## config.mk

```make
export PLATFORM = sky130hd
export DESIGN_NAME = instruction_fetch
export DESIGN_NICKNAME = d
export VERILOG_FILES = /design/src/rtl/instruction_fetch.sv
export SDC_FILE = /design/constraint.sdc
export NUM_CORES = 1
export LEC_CHECK = 0
export ABC_CLOCK_PERIOD_IN_PS = 2300
export BUFFER_PORTS_ARGS = -buffer_cell sky130_fd_sc_hd__buf_2
export CORE_MARGIN = 2
export CORE_UTILIZATION = 30
export DETAILED_ROUTE_END_ITERATION = 7
export HOLD_SLACK_MARGIN = 0.08
export SETUP_SLACK_MARGIN = 0.5
export SLEW_MARGIN = 20
export SYNTH_ARGS = -nofsm -noshare
export SYNTH_HDL_FRONTEND = slang
export SYNTH_SLANG_ARGS = --single-unit
```

## constraint.sdc

```tcl
create_clock -name clock -period 2.3 [get_ports clock]
set_input_delay 0.46 -clock clock [delete_from_list [all_inputs] [get_ports clock]]
set_output_delay 0.46 -clock clock [all_outputs]
set_load 0.02 [all_outputs]
```

## src/rtl/instruction_fetch.sv

```systemverilog
// -----------------------------------------------------------------------------
// instruction_fetch
//
// Fetch stage sitting directly behind the program counter. It issues one
// instruction-memory read per PC value over a req/ack handshake, buffers the
// returned words (together with the address they came from) in a small FIFO,
// and presents the FIFO head to decode over a valid/ready handshake.
//
// pc_hold is fed back to the program counter: the PC only advances on the
// edge where its current value is captured into mem_addr, or when a jump
// (flush) loads a new target. A flush discards everything queued and marks
// any in-flight read so its data is thrown away when it returns.
//
// Ports
//   clock       in   rising-edge clock
//   reset_n     in   asynchronous active-low reset
//   pc          in   current PC from the program counter
//   flush       in   jump taken this cycle (same signal as the PC selector)
//   halt        in   global halt; blocks new fetches only
//   pc_hold     out  combinational; PC must not change at this edge
//   mem_req     out  registered read request
//   mem_addr    out  registered read address, stable while mem_req is high
//   mem_ack     in   read completes this cycle, mem_rdata valid
//   mem_rdata   in   read data
//   inst_valid  out  queue head valid
//   inst_ready  in   decode accepts the head
//   inst        out  head instruction word
//   inst_pc     out  address the head instruction was fetched from
//
// DEPTH must be a power of two and at least 2 so the pointers wrap naturally.
// -----------------------------------------------------------------------------
module instruction_fetch #(
  parameter int WIDTH = 32,
  parameter int DEPTH = 2
) (
  input  logic             clock,
  input  logic             reset_n,
  input  logic [WIDTH-1:0] pc,
  input  logic             flush,
  input  logic             halt,
  output logic             pc_hold,
  output logic             mem_req,
  output logic [WIDTH-1:0] mem_addr,
  input  logic             mem_ack,
  input  logic [WIDTH-1:0] mem_rdata,
  output logic             inst_valid,
  input  logic             inst_ready,
  output logic [WIDTH-1:0] inst,
  output logic [WIDTH-1:0] inst_pc
);

  localparam int PW = $clog2(DEPTH);       // queue pointer width
  localparam int CW = $clog2(DEPTH + 1);   // occupancy width, holds 0..DEPTH

  localparam logic [CW-1:0] DEPTH_C = CW'(DEPTH);

  // IDLE: nothing outstanding. REQ: outstanding, response will be queued.
  // DROP: outstanding, response belongs to a flushed path and is discarded.
  typedef enum logic [1:0] {
    IDLE = 2'd0,
    REQ  = 2'd1,
    DROP = 2'd2
  } state_e;

  state_e                       state_q,    state_d;
  logic                         mem_req_q,  mem_req_d;
  logic [WIDTH-1:0]             mem_addr_q, mem_addr_d;

  // Queue storage: instruction word and its fetch address per slot.
  logic [DEPTH-1:0][WIDTH-1:0]  data_q,     data_d;
  logic [DEPTH-1:0][WIDTH-1:0]  addr_q,     addr_d;
  logic [PW-1:0]                rd_ptr_q,   rd_ptr_d;
  logic [PW-1:0]                wr_ptr_q,   wr_ptr_d;
  logic [CW-1:0]                count_q,    count_d;

  logic                         wr;
  logic                         pop;
  logic [CW-1:0]                occ_next;
  logic                         issue;

  // ---------------------------------------------------------------------------
  // Handshake decode, next state and outputs
  // ---------------------------------------------------------------------------
  always_comb begin
    // NOTE: every signal driven here gets a default first, so no path through
    // the block can leave one unassigned and infer a latch.
    state_d    = state_q;
    mem_req_d  = mem_req_q;
    mem_addr_d = mem_addr_q;
    data_d     = data_q;
    addr_d     = addr_q;
    rd_ptr_d   = rd_ptr_q;
    wr_ptr_d   = wr_ptr_q;
    count_d    = count_q;

    // A flush hides the head in the same cycle, which also suppresses the pop.
    inst_valid = (count_q != '0) && !flush;
    inst       = data_q[rd_ptr_q];
    inst_pc    = addr_q[rd_ptr_q];

    pop      = inst_valid && inst_ready;
    wr       = (state_q == REQ) && mem_ack && !flush;
    occ_next = count_q + CW'(wr) - CW'(pop);

    // Issuing only while occ_next < DEPTH reserves a slot for the response
    // of the new request, so a returning word can never find the queue full.
    issue = !halt && !flush
         && ((state_q == IDLE) || ((state_q == REQ) && mem_ack))
         && (occ_next < DEPTH_C);

    // Held in reset so the PC cannot move while the fetch stage is cleared.
    pc_hold = !reset_n || !(issue || flush);

    // Request FSM
    case (state_q)
      IDLE: begin
        if (issue) state_d = REQ;
      end
      REQ: begin
        if (flush) begin
          // A request is never withdrawn; an unanswered one is just disowned.
          state_d = mem_ack ? IDLE : DROP;
        end else if (mem_ack) begin
          state_d = issue ? REQ : IDLE;
        end
      end
      DROP: begin
        // The returning word is discarded and nothing is issued this cycle.
        if (mem_ack) state_d = IDLE;
      end
      default: state_d = IDLE;
    endcase

    mem_req_d = (state_d != IDLE);
    if (issue) mem_addr_d = pc;

    // Instruction queue
    if (flush) begin
      rd_ptr_d = '0;
      wr_ptr_d = '0;
      count_d  = '0;
    end else begin
      if (wr) begin
        data_d[wr_ptr_q] = mem_rdata;
        addr_d[wr_ptr_q] = mem_addr_q;
        wr_ptr_d         = wr_ptr_q + PW'(1);
      end
      if (pop) rd_ptr_d = rd_ptr_q + PW'(1);
      count_d = occ_next;
    end
  end

  // ---------------------------------------------------------------------------
  // State registers
  // ---------------------------------------------------------------------------
  always_ff @(posedge clock or negedge reset_n) begin
    if (!reset_n) begin
      state_q    <= IDLE;
      mem_req_q  <= 1'b0;
      mem_addr_q <= '0;
      // NOTE: the queue storage is cleared as well, so inst/inst_pc read as
      // zero after reset rather than whatever the slots held before.
      data_q     <= '0;
      addr_q     <= '0;
      rd_ptr_q   <= '0;
      wr_ptr_q   <= '0;
      count_q    <= '0;
    end else begin
      // NOTE: non-blocking assignments so every flop samples the pre-edge
      // value of the others, independent of statement order.
      state_q    <= state_d;
      mem_req_q  <= mem_req_d;
      mem_addr_q <= mem_addr_d;
      data_q     <= data_d;
      addr_q     <= addr_d;
      rd_ptr_q   <= rd_ptr_d;
      wr_ptr_q   <= wr_ptr_d;
      count_q    <= count_d;
    end
  end

  assign mem_req  = mem_req_q;
  assign mem_addr = mem_addr_q;

endmodule

```

; Yosys cells after proc, flatten, opt, wreduce, memory -nomap -nowiden
; Index checks and enable logic that the tools add are counted.
[totals]
output_inout_bits = 99
regBits = 167
word_cells = 62
[classes]
reduce_logical = 21
addsub = 4
n_lt_le_gt_ge = 4
bitwise = 1
mux = 20
n_eq_ne = 2
[ops]
columns = operator, count
row1 = $mux W32, 5
row2 = $bwmux W64, 2
row3 = $demux W32 S1, 1
row4 = $mux W2, 6
row5 = $logic_and A1 B1 Y1, 8
row6 = $reduce_bool A2 Y1, 4
row7 = $pmux W2 S3, 1
row8 = $mux W1, 5
row9 = $logic_not A1 Y1, 4
row10 = $lt A1 B2 Y1 const B, 2
row11 = $logic_or A1 B1 Y1, 3
row12 = $add A1 B1 Y1 const B, 2
row13 = $add A2 B1 Y2, 1
row14 = $eq A2 B1 Y1 const B, 1
row15 = $eq A2 B2 Y1 const B, 1
row16 = $logic_not A2 Y1, 1
row17 = $lt A2 B2 Y1 const B, 1
row18 = $reduce_and A2 Y1, 1
row19 = $sub A2 B1 Y2, 1
row20 = $ge A1 B1 Y1 const B, 1
row21 = $not A1 Y1, 1

; Logic depth before layout (Yosys ltp)
; Gate-level depths: netlist of run 1.
[depth]
word_depth = 12
depth_mapped = 10
ltp_nobuf = 8

; Worst setup path before layout of run 1
; Ideal clock, no wire load.
[synth_timing]
path_type = in2out
from = input port flush
to = output port pc_hold
path_slack_ns = -0.451
path_buffers = 1
path_stages = 9
arrival_time_ns = 2.291
path_cell_list = buf_6 -> o21ba_2 -> and2_1 -> ha_1 -> inv_1 -> ha_1 -> xnor3_1 -> and3_1 -> o21ai_0
[synth_via]
elab_chain_len = 9
word_cells_on_any_way = 13
[synth_rtl]
columns = item, line
row1 = "start, declared", 39  ; input logic flush,
row2 = $logic_not A1 Y1, 97  ; inst_valid = (count_q != '0) && !flush;
row3 = $logic_and A1 B1 Y1, 97
row4 = named net inst_valid, 46  ; output logic inst_valid,
row5 = $logic_and A1 B1 Y1, 101  ; pop = inst_valid && inst_ready;
row6 = $sub A2 B1 Y2, 103  ; occ_next = count_q + CW'(wr) - CW'(pop);
row7 = $lt A2 B2 Y1, 109  ; && (occ_next < DEPTH_C);
row8 = $logic_and A1 B1 Y1, 109
row9 = $logic_or A1 B1 Y1, 112  ; pc_hold = !reset_n || !(issue || flush);
row10 = $logic_not A1 Y1, 112
row11 = $logic_or A1 B1 Y1, 112
row12 = "end, declared", 41  ; output logic pc_hold,
; The timed path passes the listed nets, and every way through them passes these cells.

; Final worst setup path of run 1
[layout_timing]
from = register count_q[1]
to = output port pc_hold
[layout_via]
elab_chain_len = 9
word_cells_on_any_way = 10
[layout_rtl]
columns = item, line
row1 = "start, declared", 74  ; logic [CW-1:0] count_q, count_d;
row2 = "start signal, assigned", 178  ; count_q <= count_d;
row3 = branches (longest 3 deep; another with $add A2 B1 Y2), n/a
row4 = $sub A2 B1 Y2 (*), 103
row5 = $lt A2 B2 Y1 (*), 109
row6 = $logic_and A1 B1 Y1 (*), 109
row7 = $logic_or A1 B1 Y1 (*), 112
row8 = $logic_not A1 Y1 (*), 112
row9 = $logic_or A1 B1 Y1 (*), 112
; Mark *: on every way between the ends.

==> metrics, run 1 <==
placed cell count=923; largest net degree at the start of global routing=168; FF/Latch Area=4180 um^2; Post-Place Worst Slack=-0.234 ns; synth warn=0; critical path startpoint=count_q[1]; num rows=56; final period utilization=118%; IO buf count=168; crit path to=pc_hold; depth of the worst register-to-register path=13; clock skew=0.00776 ns; GPL Wtd Cong=0.706; cell area after synthesis=7120 um^2; slack of the worst reg-to-reg path=-0.25 ns; Yosys top cell by area=dfrtp_1; I/O pins=169; DIE WIDTH=158 um; DRC violations left=0; top-area cell type share of the netlist area=58.7%; Static Leak=5.09 nW; slew margin rel.=38.1%; WS Path Type=reg -> out; Fin Hold WS=0.205 ns; vias in the first global route=5076; post-DR wirelength/cell=18.9 um; P&R area growth vs syn=47.9%; CORE AREA=23400 um^2; CP required=1.84 ns; Setup violations, final=35; clock-pin transition on the worst setup and hold timing paths=0.06 ns; CTS Buf Count=17; CTS max path bufs=2; fin util=45.0%; Distinct cells, synth=27; Routed Antenna Nets=0; DR vias/cell=4.53; Crit. End Element=primary output; CTS tree=yes; RSZ-0062 raised after global routing=yes; outcome=finished with violations; Setup WS post-layout=-0.406 ns; failing checks=negative setup slack; CP arrival=2.25 ns; syn nets=516; Root Driver=clkbuf_16; first-pass GRT wire length=28.2 mm; number of diodes=0; EDFF count, synth=0; fin. max-slew vios=0; VDD IR max=0.000536 V; Yosys reg bits=167; fin crit period=2.71 ns; multi-input logic area=3190 um^2; final non-filler cell total=995; endpoint of the worst-slack reg-to-reg timing path=mem_addr[14]; syn avg cell area=16.0 um^2; Final #Nets=736; # fillers=2143; most frequent cells after synthesis=mux2_2, dfrtp_1, buf_6, clkbuf_1, mux2_1; initial core utilization=30.4%; initial antenna violation count=1; Worst-Skew Late Latency=0.41 ns; critical path startpoint category=register; Finished Cell Area=10500 um^2; final hold vios=0; via count=4507; max_cap viols=0; ratio of cells with drive above 1 in the final layout=72.3%; Die Span Y=158 um; cell with the most instances after synthesis=mux2_2; Synth Flop Type=dfrtp_1; DP HPWL=10.4 mm; synthesized instance count=444; Iter 0 DRT Violations=186; sequential area share after synthesis=58.7%; Post-synth ARST share=100%; total die area=25000 um^2; worst min path class=in -> async; CP max FO=2; # H-tree levels=4; Post-Route WL=18.8 mm; total gr overflow=0; DR pass1 iterations=4; Total GRT Usage=15.1%; hold_buf cts=0; Synth area leaders=dfrtp_1, mux2_2, buf_6, mux2_1, nand4bb_4; Post-DP Area=8470 um^2; Least-Margin Pin Slew=0.929 ns; Power Density=1150 nW/um^2; Reg2Reg Launch Point=count_q[1]; fmax=0.370 GHz; CTS sink count=167
-- worst max-delay path, cell delays in order (launching register included) --
cell and delay [ns]:
dfrtp_1 0.39, o21ba_4 0.22, and2_4 0.14, ha_4 0.26, inv_2 0.04, ha_4 0.14
xnor3_1 0.19, and3_4 0.19, o21ai_4 0.12, buf_6 0.14
-- placed cells by master (no fill, tap or decap), types with 3 or more instances in the layout --
cell type    n
mux2_1       6
buf_12      14
buf_2      101
dfrtp_1    166
mux2_4      96
mux2_2     123
clkbuf_8     3
buf_6       77
buf_4       18
clkbuf_16   18
buf_16      12
-- cell families (layout without fill, tap and decap cells) --
group	Yosys count	count (layout)	share of synthesized area [%]
XOR/XNOR	3	3	0.562
adder cells (fa/ha/maj)	2	2	0.351
AND/OR/NAND/NOR	14	15	1.42
AO/OA/AOI/OAI	6	6	0.545
flip-flops	167	167	58.7
multiplexers	225	225	35.6
buffers and inverters	27	258	2.85
-- worst min-delay path by stage --
stage	from	end	slack, ns	cells past startpoint
after CTS	pc[25]	mem_addr[25]	0.25	2
after global routing	mem_rdata[29]	data_q[61]	0.25	2
after detailed placement	data_q[63]	data_q[63]	0.48	1
final	reset_n	wr_ptr_q	0.21	2
after global placement	data_q[63]	data_q[63]	0.47	1
after floorplan	reset_n	addr_q[0]	0.16	0
-- through the flow --
stage | power [mW] | setup TNS, ns
5_1_grt | 12.7 | -10.29
3_5_place_dp | 7.84 | -6.37
3_3_place_gp | 7.66 | -5.00
6_report | 12.1 | -7.63
2_1_floorplan | 6.63 | -1.45
4_1_cts | 12.1 | -5.53
-- sequential cells by signal, summed over array words and instances, names as in the netlist --
| name | flops |
|---|---|
| rd_ptr_q | 1 |
| state_q | 2 |
| wr_ptr_q | 1 |
| data_q | 64 |
| count_q | 2 |
| addr_q | 64 |
| mem_req | 1 |
| mem_addr | 32 |
-- layer usage --
metal,track usage (%),up-vias,part of all wire (%)
met2,26.1,106,52
li1,-,2024,-
met4,4.50,2,1.0
met3,3.83,13,4.4
met1,18.5,2362,42
met5,0,-,0.069
-- timing repair --
action | 4_1_cts | 5_1_grt
cloned | 13 | 1
pin swaps | 1 | 2
hold endpoints to repair | 0 | 0
setup buffers | 15 | 12
endpoints found under the setup margin | 105 | 110
resized for setup | 229 | 34
-- layout make-up --
class,count,area share (%)
flip-flops and latches,167,39.7
clock inverters,10,1.14
repair buffers,224,20.5
well taps,319,3.79
clock buffers,21,4.47
inverters,3,0.107
multi-input cells,251,30.3
-- where the power goes --
part | internal [mW] | switching (mW)
registers | 3.84 | 0.568
clock network | 1.69 | 1.19
logic | 2.82 | 2.01
total | 8.35 | 3.77
Note: power is estimated with default switching activity, not from simulation.
==> run 2: changes to the inputs <==
- CORE_UTILIZATION: 30 -> 48
- PLACE_DENSITY: default -> 0.75
==> run 2 against run 1 <==
Effect of this change:
- the flow still finishes with violations (negative setup slack)
- core utilization is 25 points higher
- combinational power is 3% lower
- via count is 0.91% lower
- cell area is 3.8% lower
- count of clock-buffer cells in the layout is 1 higher
- flip-flop and latch count stayed put
- hold slack better by 0.016 ns
- critical path depth stayed put
==> metrics, run 2 (synthesis results as in run 1) <==
CTS Buf Count=17 (unchanged); worst min path class=in -> async; Power Density=1190 nW/um^2 (+3.8%); CTS tree=yes; critical path startpoint category=register; Total GRT Usage=21.3% (+6.2 points); # H-tree levels=4 (unchanged); clock-pin transition on the worst setup and hold timing paths=0.06 ns (about the same); Root Driver=clkbuf_16; total gr overflow=0 (unchanged); most frequent cells in the layout=dfrtp_1, mux2_2, buf_2, mux2_4, buf_6; first-pass GRT wire length=26.4 mm (-6.4%); CORE AREA=14500 um^2 (-38%); num rows=44 (-21%); fin. max-slew vios=0 (unchanged); number of diodes=0 (unchanged); total die area=15800 um^2 (-37%); via count=4466 (-0.91%); Setup WS post-layout=-0.410 ns (-0.00453 ns); Post-Place Worst Slack=-0.231 ns (+0.00286 ns); fin crit period=2.71 ns (+0.00453 ns); outcome=finished with violations; placed cell count=793 (-14%); final period utilization=118% (+0.20 points); largest net degree at the start of global routing=168 (unchanged); Final #Nets=723 (-1.8%); Crit. End Element=primary output; initial core utilization=49.0% (+19 points); IO buf count=168 (unchanged); initial antenna violation count=0 (-1); P&R area growth vs syn=42.4%; Static Leak=4.93 nW (-3.1%); DRC violations left=0 (unchanged); final non-filler cell total=847 (-15%); final hold vios=0 (unchanged); failing checks=negative setup slack; post-DR wirelength/cell=19.6 um (+3.3%); CP required=1.84 ns (about the same); clock skew=0.00498 ns (-0.00277 ns); DIE WIDTH=126 um (-20%); Post-Route WL=16.6 mm (-12%); WS Path Type=reg -> out; CP arrival=2.25 ns (about the same); DR vias/cell=5.27 (+16%); slack of the worst reg-to-reg path=-0.14 ns (+0.11 ns); hold_buf cts=0 (unchanged); ratio of cells with drive above 1 in the final layout=71.0% (-1.3 points); setup TNS=-4.29 ns (+3.34 ns); GPL Wtd Cong=0.720 (+2.0%); CP max FO=2 (unchanged); Least-Margin Pin Slew=0.879 ns (-0.0496 ns); endpoint of the worst-slack reg-to-reg timing path=mem_addr[8]; slew margin rel.=41.4% (+3.3 points); Worst-Skew Late Latency=0.42 ns (about the same); I/O pins=169 (unchanged); max_cap viols=0 (unchanged); DR pass1 iterations=4 (unchanged); CTS max path bufs=2 (unchanged); DP HPWL=9.66 mm (-7.2%); VDD IR max=0.000745 V (+39%); vias in the first global route=4921 (-3.1%); Die Span Y=126 um (-20%); CTS sink count=167 (unchanged); most common cell after layout, fill and taps aside=dfrtp_1; fmax=0.369 GHz (-0.17%); Setup violations, final=33 (-5.7%); fin util=69.7% (+25 points); Final Power=12.1 mW (about the same); RSZ-0062 raised after global routing=yes; Iter 0 DRT Violations=141 (-24%); depth of the worst register-to-register path=11 (-2); Reg2Reg Launch Point=count_q[0]; Routed Antenna Nets=0 (unchanged)
run 2: layout make-up:
class / instances / area [um^2]
Multi-Input combinational cell: 250 / 3120
Inverter: 3 / 11.3
Clock buffer: 22 / 444
Fill cell: 964 / 4400
Clock inverter: 9 / 175
Timing Repair Buffer: 212 / 1970
Sequential cell: 167 / 4180
Tap cell: 184 / 230
run 2: power by group:
part	switching, mW	leakage [nW]	internal [mW]
combinational	1.97	2.54	2.73
clock	1.09	0.294	1.92
sequential	0.559	2.10	3.84
run 2: routing by layer:
layer  vias up  wire [um]  GRT usage [%]
met2       129       8600           36.3
li1       2005          -              -
met4         0        208           5.88
met5         -          0              0
met3        18        866           5.56
met1      2314       6910           27.1
run 2: how the worst max path moves through the flow:
stage	from	end	depth (start not counted)
2_1_floorplan	flush	pc_hold	9
3_3_place_gp	flush	pc_hold	10
4_1_cts	count_q[1]	pc_hold	9
6_report	count_q[0]	pc_hold	9
3_5_place_dp	flush	pc_hold	10
5_1_grt	count_q[0]	pc_hold	9
run 2: per-stage QoR:
stage / hold WS, ns / area [um^2]
after floorplan: 0.164 / 7220
after global placement: 0.468 / 8300
after detailed placement: 0.479 / 8300
after CTS: 0.250 / 9900
after global routing: 0.254 / 10100
final: 0.222 / 10100
run 2: critical path, cell delays in order, from the launching register on:
cell     delay, ns
dfrtp_1       0.39
o21ba_4       0.22
and2_4        0.14
ha_4          0.23
inv_2         0.06
ha_4          0.11
xnor3_1       0.23
and3_4        0.19
o21ai_4       0.11
buf_6         0.13
run 2: timing repair:
action	CTS	global route
resized for setup	217	27
setup endpoints to repair	106	124
gates cloned	6	4
buffers inserted	8	5
pin swaps	4	2
